`src/rtl/vga_pkg.sv`:
```
`default_nettype none
// ----------------------------------------------------------------------------
// vga_pkg : ASCII codes and writer state encoding for the number overlay path
// Revision: 1.0
// ----------------------------------------------------------------------------
package vga_pkg;

  localparam logic [6:0] ASCII_ZERO  = 7'h30;
  localparam logic [6:0] ASCII_NINE  = 7'h39;
  localparam logic [6:0] ASCII_SPACE = 7'h20;

  typedef enum logic [1:0] {
    ST_IDLE    = 2'd0,
    ST_CONVERT = 2'd1,
    ST_WRITE   = 2'd2,
    ST_DONE    = 2'd3
  } score_wr_state_t;

endpackage
`default_nettype wire

```
`src/rtl/bin_to_bcd_seq.sv`:
```
`default_nettype none
// ----------------------------------------------------------------------------
// bin_to_bcd_seq : iterative double-dabble converter, one input bit per clock
// Revision: 1.0
// ----------------------------------------------------------------------------
module bin_to_bcd_seq #(
  parameter int BIN_WIDTH  = 7,
  parameter int NUM_DIGITS = 2
) (
  input  logic                    clk,
  input  logic                    rst,
  input  logic                    start,
  input  logic [BIN_WIDTH-1:0]    bin_in,
  output logic [4*NUM_DIGITS-1:0] bcd_out,
  output logic                    overflow,
  output logic                    finished
);

  localparam int BCD_W = 4 * NUM_DIGITS;
  localparam int CNT_W = $clog2(BIN_WIDTH + 1);

  logic [BIN_WIDTH-1:0] shift_q, shift_d;
  logic [BCD_W-1:0]     bcd_q, bcd_d, bcd_adj;
  logic                 ovf_q, ovf_d;
  logic [CNT_W-1:0]     left_q, left_d;

  always_comb begin
    bcd_adj = bcd_q;
    for (int i = 0; i < NUM_DIGITS; i++) begin
      if (bcd_q[4*i +: 4] >= 4'd5) begin
        bcd_adj[4*i +: 4] = bcd_q[4*i +: 4] + 4'd3;
      end
    end

    shift_d = shift_q;
    bcd_d   = bcd_q;
    ovf_d   = ovf_q;
    left_d  = left_q;

    if (start) begin
      // The first step runs on the load edge: an all-zero BCD needs no adjust.
      shift_d = bin_in << 1;
      bcd_d   = BCD_W'(bin_in[BIN_WIDTH-1]);
      ovf_d   = 1'b0;
      left_d  = CNT_W'(BIN_WIDTH - 1);
    end else if (left_q != '0) begin
      shift_d = shift_q << 1;
      bcd_d   = {bcd_adj[BCD_W-2:0], shift_q[BIN_WIDTH-1]};
      ovf_d   = ovf_q | bcd_adj[BCD_W-1];
      left_d  = left_q - CNT_W'(1);
    end
  end

  always_ff @(posedge clk or negedge rst) begin
    if (!rst) begin
      shift_q <= '0;
      bcd_q   <= '0;
      ovf_q   <= 1'b0;
      left_q  <= '0;
    end else begin
      shift_q <= shift_d;
      bcd_q   <= bcd_d;
      ovf_q   <= ovf_d;
      left_q  <= left_d;
    end
  end

  assign bcd_out  = bcd_q;
  assign overflow = ovf_q;
  assign finished = (left_q == '0);

endmodule
`default_nettype wire

```
`src/rtl/score_text_writer.sv`:
```
`default_nettype none
// ----------------------------------------------------------------------------
// score_text_writer : binary value -> decimal ASCII digits into the char RAM.
// Optional SCORE_LEADING_ZERO_BLANK_EN writes leading zeros as spaces. Rev 1.0
// ----------------------------------------------------------------------------
module score_text_writer
  import vga_pkg::*;
#(
  parameter int BIN_WIDTH  = 7,
  parameter int NUM_DIGITS = 2
) (
  input  logic                          clk,
  input  logic                          rst,
  input  logic                          enable,
  input  logic                          req_valid,
  input  logic [BIN_WIDTH-1:0]          bin_number,
  output logic                          req_ready,
  output logic                          wr_en,
  output logic [$clog2(NUM_DIGITS)-1:0] wr_addr,
  output logic [6:0]                    wr_data,
  output logic                          busy,
  output logic                          done
);

  localparam int ADDR_W = $clog2(NUM_DIGITS);
  localparam int BCD_W  = 4 * NUM_DIGITS;

  score_wr_state_t   state_q, state_d;
  logic              req_ready_q, req_ready_d;
  logic              wr_en_q, wr_en_d;
  logic [ADDR_W-1:0] wr_addr_q, wr_addr_d, next_addr;
  logic [6:0]        wr_data_q, wr_data_d;
  logic              busy_q, busy_d;
  logic              done_q, done_d;

  logic              conv_start;
  logic [BCD_W-1:0]  bcd;
  logic              bcd_overflow;
  logic              bcd_finished;
  logic [6:0]        char_arr [NUM_DIGITS];

  bin_to_bcd_seq #(
    .BIN_WIDTH  (BIN_WIDTH),
    .NUM_DIGITS (NUM_DIGITS)
  ) u_bcd (
    .clk      (clk),
    .rst      (rst),
    .start    (conv_start),
    .bin_in   (bin_number),
    .bcd_out  (bcd),
    .overflow (bcd_overflow),
    .finished (bcd_finished)
  );

  // char_arr[0] is the most significant digit, matching char RAM address 0.
  always_comb begin
`ifdef SCORE_LEADING_ZERO_BLANK_EN
    logic lead_zero;
    lead_zero = 1'b1;
`endif
    for (int k = 0; k < NUM_DIGITS; k++) begin
`ifdef SCORE_LEADING_ZERO_BLANK_EN
      lead_zero = lead_zero & (bcd[4*(NUM_DIGITS-1-k) +: 4] == 4'd0);
`endif
      if (bcd_overflow) begin
        char_arr[k] = ASCII_NINE;
`ifdef SCORE_LEADING_ZERO_BLANK_EN
      end else if (lead_zero && (k != NUM_DIGITS - 1)) begin
        char_arr[k] = ASCII_SPACE;
`endif
      end else begin
        char_arr[k] = ASCII_ZERO + {3'b000, bcd[4*(NUM_DIGITS-1-k) +: 4]};
      end
    end
  end

  // Outputs are computed for the state being entered, so they line up with it.
  always_comb begin
    state_d     = state_q;
    req_ready_d = 1'b0;
    wr_en_d     = 1'b0;
    wr_addr_d   = wr_addr_q;
    wr_data_d   = wr_data_q;
    busy_d      = 1'b0;
    done_d      = 1'b0;
    conv_start  = 1'b0;
    next_addr   = wr_addr_q + ADDR_W'(1);

    if (!enable) begin
      state_d   = ST_IDLE;
      wr_addr_d = '0;
    end else begin
      case (state_q)
        ST_IDLE: begin
          if (req_valid && req_ready_q) begin
            conv_start = 1'b1;
            state_d    = ST_CONVERT;
            busy_d     = 1'b1;
          end else begin
            req_ready_d = 1'b1;
          end
        end
        ST_CONVERT: begin
          busy_d = 1'b1;
          if (bcd_finished) begin
            state_d   = ST_WRITE;
            wr_en_d   = 1'b1;
            wr_addr_d = '0;
            wr_data_d = char_arr[0];
          end
        end
        ST_WRITE: begin
          if (wr_addr_q == ADDR_W'(NUM_DIGITS - 1)) begin
            state_d = ST_DONE;
            done_d  = 1'b1;
          end else begin
            busy_d    = 1'b1;
            wr_en_d   = 1'b1;
            wr_addr_d = next_addr;
            wr_data_d = char_arr[next_addr];
          end
        end
        ST_DONE: begin
          state_d     = ST_IDLE;
          req_ready_d = 1'b1;
        end
        default: state_d = ST_IDLE;
      endcase
    end
  end

  always_ff @(posedge clk or negedge rst) begin
    if (!rst) begin
      state_q     <= ST_IDLE;
      req_ready_q <= 1'b0;
      wr_en_q     <= 1'b0;
      wr_addr_q   <= '0;
      wr_data_q   <= '0;
      busy_q      <= 1'b0;
      done_q      <= 1'b0;
    end else begin
      state_q     <= state_d;
      req_ready_q <= req_ready_d;
      wr_en_q     <= wr_en_d;
      wr_addr_q   <= wr_addr_d;
      wr_data_q   <= wr_data_d;
      busy_q      <= busy_d;
      done_q      <= done_d;
    end
  end

  assign req_ready = req_ready_q;
  assign wr_en     = wr_en_q;
  assign wr_addr   = wr_addr_q;
  assign wr_data   = wr_data_q;
  assign busy      = busy_q;
  assign done      = done_q;

endmodule
`default_nettype wire

```
`config.mk`:
```
export PLATFORM = sky130hd
export DESIGN_NAME = score_text_writer
export DESIGN_NICKNAME = d
export VERILOG_FILES = /design/src/rtl/vga_pkg.sv /design/src/rtl/bin_to_bcd_seq.sv /design/src/rtl/score_text_writer.sv
export SDC_FILE = /design/constraint.sdc
export NUM_CORES = 1
export LEC_CHECK = 0
export CORE_ASPECT_RATIO = 1.4
export CORE_UTILIZATION = 57
export CTS_BUF_LIST = sky130_fd_sc_hd__clkbuf_8
export DETAILED_ROUTE_END_ITERATION = 10
export PLACE_DENSITY = 0.8
export SYNTH_ARGS = -nofsm -noshare
export SYNTH_HDL_FRONTEND = slang
export SYNTH_HIERARCHICAL = 1
export SYNTH_SLANG_ARGS = --single-unit
```
`constraint.sdc`:
```
create_clock -name clk -period 2.31 [get_ports clk]
set_clock_uncertainty 0.2 [all_clocks]
set_input_delay 0.5775 -clock clk [delete_from_list [all_inputs] [get_ports clk]]
set_output_delay 0.5775 -clock clk [all_outputs]
set_load 0.05 [all_outputs]
```
* Word level (Yosys, flattened, before mapping) *
Cells that the tools add are included.

word-level totals
  bits in registers = 33
  input bits = 11
  logic and storage cells = 82

operators by class
  $add $sub $neg = 6
  magnitude comparators = 3
  eq/ne operators = 9
  muxes and demuxes = 42
  bitwise gates (word level) = 2
  reductions and logical operators = 9

operators by type and width
  kind                                                  number
  2-to-1 mux 7 bit                                      9
  2-to-1 mux 1 bit                                      17
  2-to-1 mux 8 bit                                      2
  adder 6 x 4 -> 7 bit (first input constant)           2
  one-hot mux 7 bit (2 select lines)                    1
  != test 3 bit (second input constant)                 3
  adder 4 x 2 -> 4 bit (second input constant)          2
  >= comparator 4 x 3 -> 1 bit (second input constant)  2
  2-to-1 mux 2 bit                                      4
  2-to-1 mux 4 bit                                      2
  one-hot mux 2 bit (4 select lines)                    1
  2-to-1 mux 3 bit                                      2
  one-hot mux 1 bit (2 select lines)                    3
  == test 2 bit (second input constant)                 2
  != test 2 bit (second input constant)                 2
  AND reduction 4 bit                                   1
  nonzero test 2 bit                                    2
  zero test 3 bit                                       1
  != test 3 x 1 -> 1 bit (second input constant)        1
  one-hot mux 1 bit (3 select lines)                    1
  AND reduction 3 bit                                   1
  nonzero test 3 bit                                    1
  subtractor 3 x 1 -> 3 bit (second input constant)     1
  == test 2 x 1 -> 1 bit (second input constant)        1
  7 further kinds                                       7

* Longest topological paths before layout *
Gate-level depths: netlist of run 1.

  word-level depth = 7
  gate-level depth with buffers = 9
  gate-level depth less buffers = 7

* Modules after synthesis *
Netlist of run 1, hierarchy kept.

modules (own cells, without submodules)
  module             times used  cells an instance  area each (um^2)  seq. area each (um^2)
  bin_to_bcd_seq     1           110                1,057.3           450.4
  score_text_writer  1           65                 703.2             300.3

* Worst setup path before layout of run 1 *
Ideal clock, no wire load.

  path kind = flip-flop to flip-flop
  start point = register u_bcd.left_q[0]
  end point = register wr_data_q[0], in the netlist wr_data[0]
  setup time = 125 ps
  data arrival time = 1,769 ps
  required time = 1,985 ps
  path slack = 216 ps
  stages on the path, launching flop included = 10
  path buffers = 2
  period minus slack after synthesis = 2,094 ps
  cell sequence = dfrtp_1 inv_1 ha_1 nand2b_1 buf_6 inv_2 buf_6 nor2b_1 a211oi_2 mux2_2

between the ends
  cells in the longest elaborated chain, start to end = 3

ends and longest elaborated chain
  what                                  RTL line                  RTL
  from (decl)                           bin_to_bcd_seq.sv:25      logic [CNT_W-1:0] left_q, left_d;
  from (signal assigned)                bin_to_bcd_seq.sv:64      left_q <= left_d;
  zero test 3 bit                       bin_to_bcd_seq.sv:70      assign finished = (left_q == '0);
  named net bcd_finished                score_text_writer.sv:39   logic bcd_finished;
  != test 2 bit (no source line)        -
  AND reduction 4 bit (no source line)  -
  to (signal assigned)                  score_text_writer.sv:146  wr_data_q <= wr_data_d;
  to (decl)                             score_text_writer.sv:32   logic [6:0] wr_data_q, wr_data_d;

The timed path passes the listed nets, and every way through them passes these cells.
A chain may end at the register's enable or synchronous reset.

* Worst setup path in the final report of run 1 *
  start point = register wr_data_q[4], in the netlist wr_data[4]
  end point = output wr_data[4]

RTL lines
  what       RTL line                 RTL
  to (decl)  score_text_writer.sv:20  output logic [6:0] wr_data,

No word-level cell between the ends.

==> results of run 1 <==
-- flip-flops by register name (all words and copies together) (netlist names) --
register,flops
done,1
u_bcd/shift_q,6
u_bcd/left_q,3
u_bcd/overflow,1
req_ready,1
busy,1
wr_data,5
state_q,2
wr_en,1
u_bcd/bcd_out,8
wr_addr,1
-- layout make-up --
| type | count | area [um2] |
|---|---|---|
| multi-input combinational | 121 | 886 |
| inverter | 14 | 52.6 |
| fill | 215 | 800 |
| clock buffer | 5 | 68.8 |
| tap | 37 | 46.3 |
| sequential | 30 | 751 |
| clock inverter | 3 | 40.0 |
| timing repair buffer | 27 | 263 |
-- power by group through the flow --
stage                     sequential [uW]  clock [uW]  combinational, uW
after global placement                881           0               1350
after global routing                  917         561               1600
final                                 884         523               1440
after CTS                             885         535               1450
after floorplan                      1040           0                933
after detailed placement              895           0               1430
-- worst paths after layout --
path	from	end	slack [ns]
setup / recovery	wr_data[4]	wr_data[4]	0.07
hold / removal	u_bcd/left_q[2]	u_bcd/left_q[2]	0.29
setup reg to reg	state_q[0]	wr_data[2]	0.22
hold reg to reg	u_bcd/left_q[2]	u_bcd/left_q[2]	0.29
max in group asynchronous	rst	u_bcd/shift_q[6]	1.13
min in group asynchronous	rst	req_ready	0.49
-- synthesized netlist by cell type, drive strengths merged, types with 2 or more instances --
cell	instances	area, um2
a211oi	2	25.0
a21oi	5	25.0
buf	9	67.6
dfrtp	30	751
ha	12	150
inv	14	52.6
mux2	4	45.0
mux2i	11	110
nand2	16	60.1
nand2b	4	25.0
nand3	2	10.0
nor2	8	30.0
nor2b	9	56.3
nor3b	2	15.0
o2111ai	4	35.0
o211ai	4	30.0
o21a	2	15.0
o21ai	15	75.1
o41ai	2	32.5
or2	2	12.5
or3	6	37.5
or4bb	2	22.5
xnor2	3	26.3
-- cell families (layout without fill, tap and decap cells) --
kind of cell	after synthesis	in the layout	share of synthesized area (%)
mux	15	15	8.81
buf+inv	24	49	7.04
compound gates	37	37	15.1
fa+ha+maj	12	12	8.53
flops	30	30	42.6
other cells	1	1	0.213
xor+xnor	3	3	1.49
simple gates	53	53	16.2
-- layer usage --
metal / share of wire, % / GRT usage [%] / routed length, um / vias to the layer above
li1: - / - / - / 644
met1: 40 / 28.1 / 1430 / 666
met2: 54 / 44.8 / 1910 / 32
met3: 2.8 / 4.95 / 100 / 13
met4: 3.3 / 16.9 / 118 / 0
met5: 0 / 0 / 0 / -
-- per-stage QoR --
| step | hold slack (ns) | setup slack (ns) | cell area, um2 | std cells | total power, uW |
|---|---|---|---|---|---|
| 6_report | 0.293 | 0.0732 | 2110 | 237 | 2850 |
| 3_3_place_gp | 0.261 | 0.0792 | 2000 | 229 | 2230 |
| 4_1_cts | 0.304 | 0.0552 | 2110 | 237 | 2870 |
| 5_1_grt | 0.326 | 0.0196 | 2110 | 237 | 3080 |
| 2_1_floorplan | 0.0819 | 0.216 | 1760 | 175 | 1970 |
| 3_5_place_dp | 0.292 | 0.0421 | 2000 | 229 | 2330 |
==> reports/qor.csv, run 1 <==
metric,value,unit
grt_setup_unrepaired,false,
hold_path_depth,1,
initialDrtViolationCount,37,
dieWidth,49.0,um
overflow,0,
synth_nets,198,
routedWlPerCell,15.0,um
htreeDepth,2,
cap_violations,0,
clk_pin_slew_worst_paths,0.07,ns
cts_hold_buf,0,
crit_path_end_kind,output pin,
place_congestion,0.737,
dp_hpwl,2430,um
grtUsageTotal,25.5,%
layout-drive-gt1-share,13.5,%
avgSynthCellArea,10.1,um2
setup-tns-final,0,ns
cts_buffers,5,
rows,23,
io_buffers,21,
cp_max_fo,3,
switchingPower,1200,uW
critPathBufInv,1,
route.detailed.drc,0,
routed_wl,3550,um
via_count,1355,
clk_path_buf_depth,2,
die_h,67.8,um
synth_edf_count,0,
first_global_vias,1404,
ys_seq_area_share,42.6,%
cp_cell_sequence,clkdlybuf4s50_1,
mostFrequentLayoutCells,"dfrtp_1, clkdlybuf4s50_1, nand2_1",
start_kind,flip-flop,
area_growth,19.7,%
cts_sinks,30,
finalCritPeriodShare,96.8,%
p_per_area,1350,nW/um2
async_flop_share,100,%
netlist_area,1760,um2
path_class,flip-flop to output pin,
synthCells,175,
critPathTopFamily,buffers and inverters,
ys_warn_count,6,
max_freq,447,MHz
vias_per_cell,5.72,
hold_class,flip-flop to flip-flop,
worst_pin_slew,0.504,ns
grt_pass1_wl,6220,um
hold_viol_final,0,
finalSetupViolations,0,
start_util,60.6,%
slew_violations,0,
final_util,72.5,%
pwr-share-seq,31.0,%
arrival,1.46,ns
grt_start_max_net_pins,33,
cpPeakStageDelay,0.81,ns
yosysUniqueCellTypes,35,
antenna_found_initial,0,
cp.required,1.53,ns
status,completed,
reg2reg_depth,5,
diodes,0,
critPathSlowestCell,clkdlybuf4s50_1,
finalCriticalPeriod,2.24,ns
clock_latency,0.29,ns
final_common_cell,dfrtp_1,
core_area,2910,um2
nets,222,
peakVddDrop,0.887,mV
p_comb_share,50.7,%
slew_headroom,66.3,%
p_leak,0.000961,uW
p_int,1650,uW
clkPwrFrac,18.3,%
cp.depth,1,
swShare,42.2,%
cts_resized,0,
first_pass_iters,4,
root_buffer,clkbuf_8,
dieArea,3320,um2
tritoncts,yes,
io_pins,23,
ant_nets,0,
cts_setup_buffers,0,
synth_seq_cells,30,
ys.flop_type,dfrtp_1,
Power figures use the tool's default switching activity.
==> run 2, diff against run 1 <==
Settings changed: ABC_AREA set to 1, CORE_UTILIZATION 57 to 56, PLACE_DENSITY 0.8 to 0.79, SYNTH_HIERARCHICAL 1 to unset.
==> reports/qor.csv, run 2 <==
metric,value,unit
synth_compound_area_share,7.84,%
yosysUniqueCellTypes,25,
synth_edf_count,0,
ys_top_cells_by_area,"dfrtp_1, nand2_1, ha_1",
layout-drive-gt1-share,9.91,%
critPathTopFamily,buffers and inverters,
cpPeakStageDelay,0.80,ns
r2r-start,state_q[0],
synthCells,207,
setup-tns-final,0,ns
overflow,0,
holdPathEnd,wr_data[3],
cp_max_fo,3,
status,completed,
finalCritPeriodShare,95.6,%
async_flop_share,100,%
ant_nets,0,
grt_start_max_net_pins,31,
final_common_cell,nand2_1,
setup.worst_path.start,wr_data[4],
initialDrtViolationCount,34,
hold_class,flip-flop to flip-flop,
clock_latency,0.27,ns
tritoncts,yes,
dieArea,3220,um2
arrival,1.43,ns
start_util,58.8,%
io_buffers,21,
ys_seq_area_share,44.8,%
routedWlPerCell,12.1,um
diodes,0,
hold_viol_final,0,
root_buffer,clkbuf_8,
synth_simple_gate_area_share,29.7,%
antenna_found_initial,0,
fin_cells,269,
first_global_vias,1367,
p_leak,0.00103,uW
cp.required,1.53,ns
rows,23,
routed_wl,3250,um
nets,256,
core_area,2850,um2
yosysTopAreaCell,dfrtp_1,
clk_pin_slew_worst_paths,0.06,ns
area_growth,18.9,%
synthAdderAreaFrac,8.96,%
finalCriticalPeriod,2.21,ns
route.detailed.drc,0,
rr_endpoint,u_bcd.bcd_out[3],
largest_reg_flops,8,
grt_pass1_wl,5510,um
critPathBufInv,1,
cts_sinks,30,
synth_nets,230,
yosysMostFrequentCell,nand2_1,
synth_top_family_by_area,simple AND/OR/NAND/NOR gates,
ys_warn_count,0,
cap_violations,0,
holdCritStartpoint,wr_data[3],
ys.flop_type,dfrtp_1,
cp_cell_sequence,clkdlybuf4s50_1,
max_freq,453,MHz
peakVddDrop,0.721,mV
die_h,66.7,um
crit_path_end_kind,output pin,
netlist_area,1680,um2
place_congestion,0.865,
via_count,1418,
cts_setup_buffers,0,
dieWidth,48.2,um
yosysTopAreaCellShare,44.8,%
final_util,69.9,%
avgSynthCellArea,8.09,um2
slew_violations,0,
finalSetupViolations,0,
reg2reg_depth,7,
mostFrequentLayoutCells,"nand2_1, dfrtp_1, inv_1, nand3_1, clkdlybuf4s50_1",
r2r_setup_slack,0.49,ns
io_pins,23,
dp.cells,263,
start_kind,flip-flop,
ys_top_cells_by_count,"nand2_1, dfrtp_1, inv_1, nand3_1, o21ai_0",
first_pass_iters,4,
worst_pin_slew,0.508,ns
synthXorXnorAreaFrac,0.523,%
synth.mux.area_fraction,0,%
hold_path_depth,2,
p_total,2600,uW
grtUsageTotal,24.1,%
slew_headroom,66.1,%
htreeDepth,2,
synth_seq_cells,30,
critPathSlowestCell,clkdlybuf4s50_1,
path_class,flip-flop to output pin,
p_per_area,1300,nW/um2
clk_path_buf_depth,2,
cts_buffers,5,
vias_per_cell,5.27,
grt_setup_unrepaired,false,
dp_hpwl,2460,um
run 2: routing by layer:
metal / vias up / routed length (um) / track usage (%)
li1: 706 / - / -
met5: - / 0 / 0
met3: 5 / 162 / 5.96
met1: 659 / 1320 / 27.4
met2: 48 / 1720 / 40.3
met4: 0 / 46 / 10.8
run 2: power breakdown:
group	leakage (uW)	switching [uW]	internal (uW)
Combinational	0.000607	869	458
Sequential	0.000378	135	723
Clock	0.0000431	180	229
run 2: kinds of logic (layout without fill, tap and decap cells):
logic type / count (synthesis) / count (layout)
AOI/OAI and AO/OA: 24 / 24
xor gates and xnor gates: 1 / 1
adders and majority gates: 12 / 12
buffers and inverters: 28 / 53
DFF: 30 / 30
other: 1 / 1
and+or+nand+nor: 111 / 111
run 2: worst max path at each step:
stage | cells past startpoint | to
after CTS | 1 | wr_addr
after detailed placement | 6 | u_bcd.bcd_out[4]
after global placement | 6 | u_bcd.bcd_out[3]
final | 1 | wr_data[4]
after global routing | 1 | wr_data[4]
after floorplan | 1 | wr_data[5]
run 2: what timing repair did:
action,4_1_cts,5_1_grt
setup endpoints to repair,0,1
hold buffers,0,0
resized for setup,0,1
run 2: layout make-up:
| type | count | area (um2) |
|---|---|---|
| well taps | 37 | 46.3 |
| repair buffers | 23 | 225 |
| clock buffers | 6 | 82.6 |
| flip-flops and latches | 30 | 751 |
| inverters | 24 | 95.1 |
| fillers | 213 | 857 |
| multi-input cells | 149 | 792 |
run 2: tightest hold or removal path, cell delays in order, from the launching register on:
cell and delay (ns):
dfrtp_1 0.34, nand2_1 0.06, nand2_1 0.05
run 2: per-stage QoR:
step                hold WS [ns]  cell area, um2  setup slack [ns]
finish                     0.278            1990             0.102
global route               0.300            1990            0.0313
detailed placement         0.264            1910             0.113
CTS                        0.281            1990            0.0410
floorplan                 0.0819            1680             0.635
global placement           0.261            1910             0.131
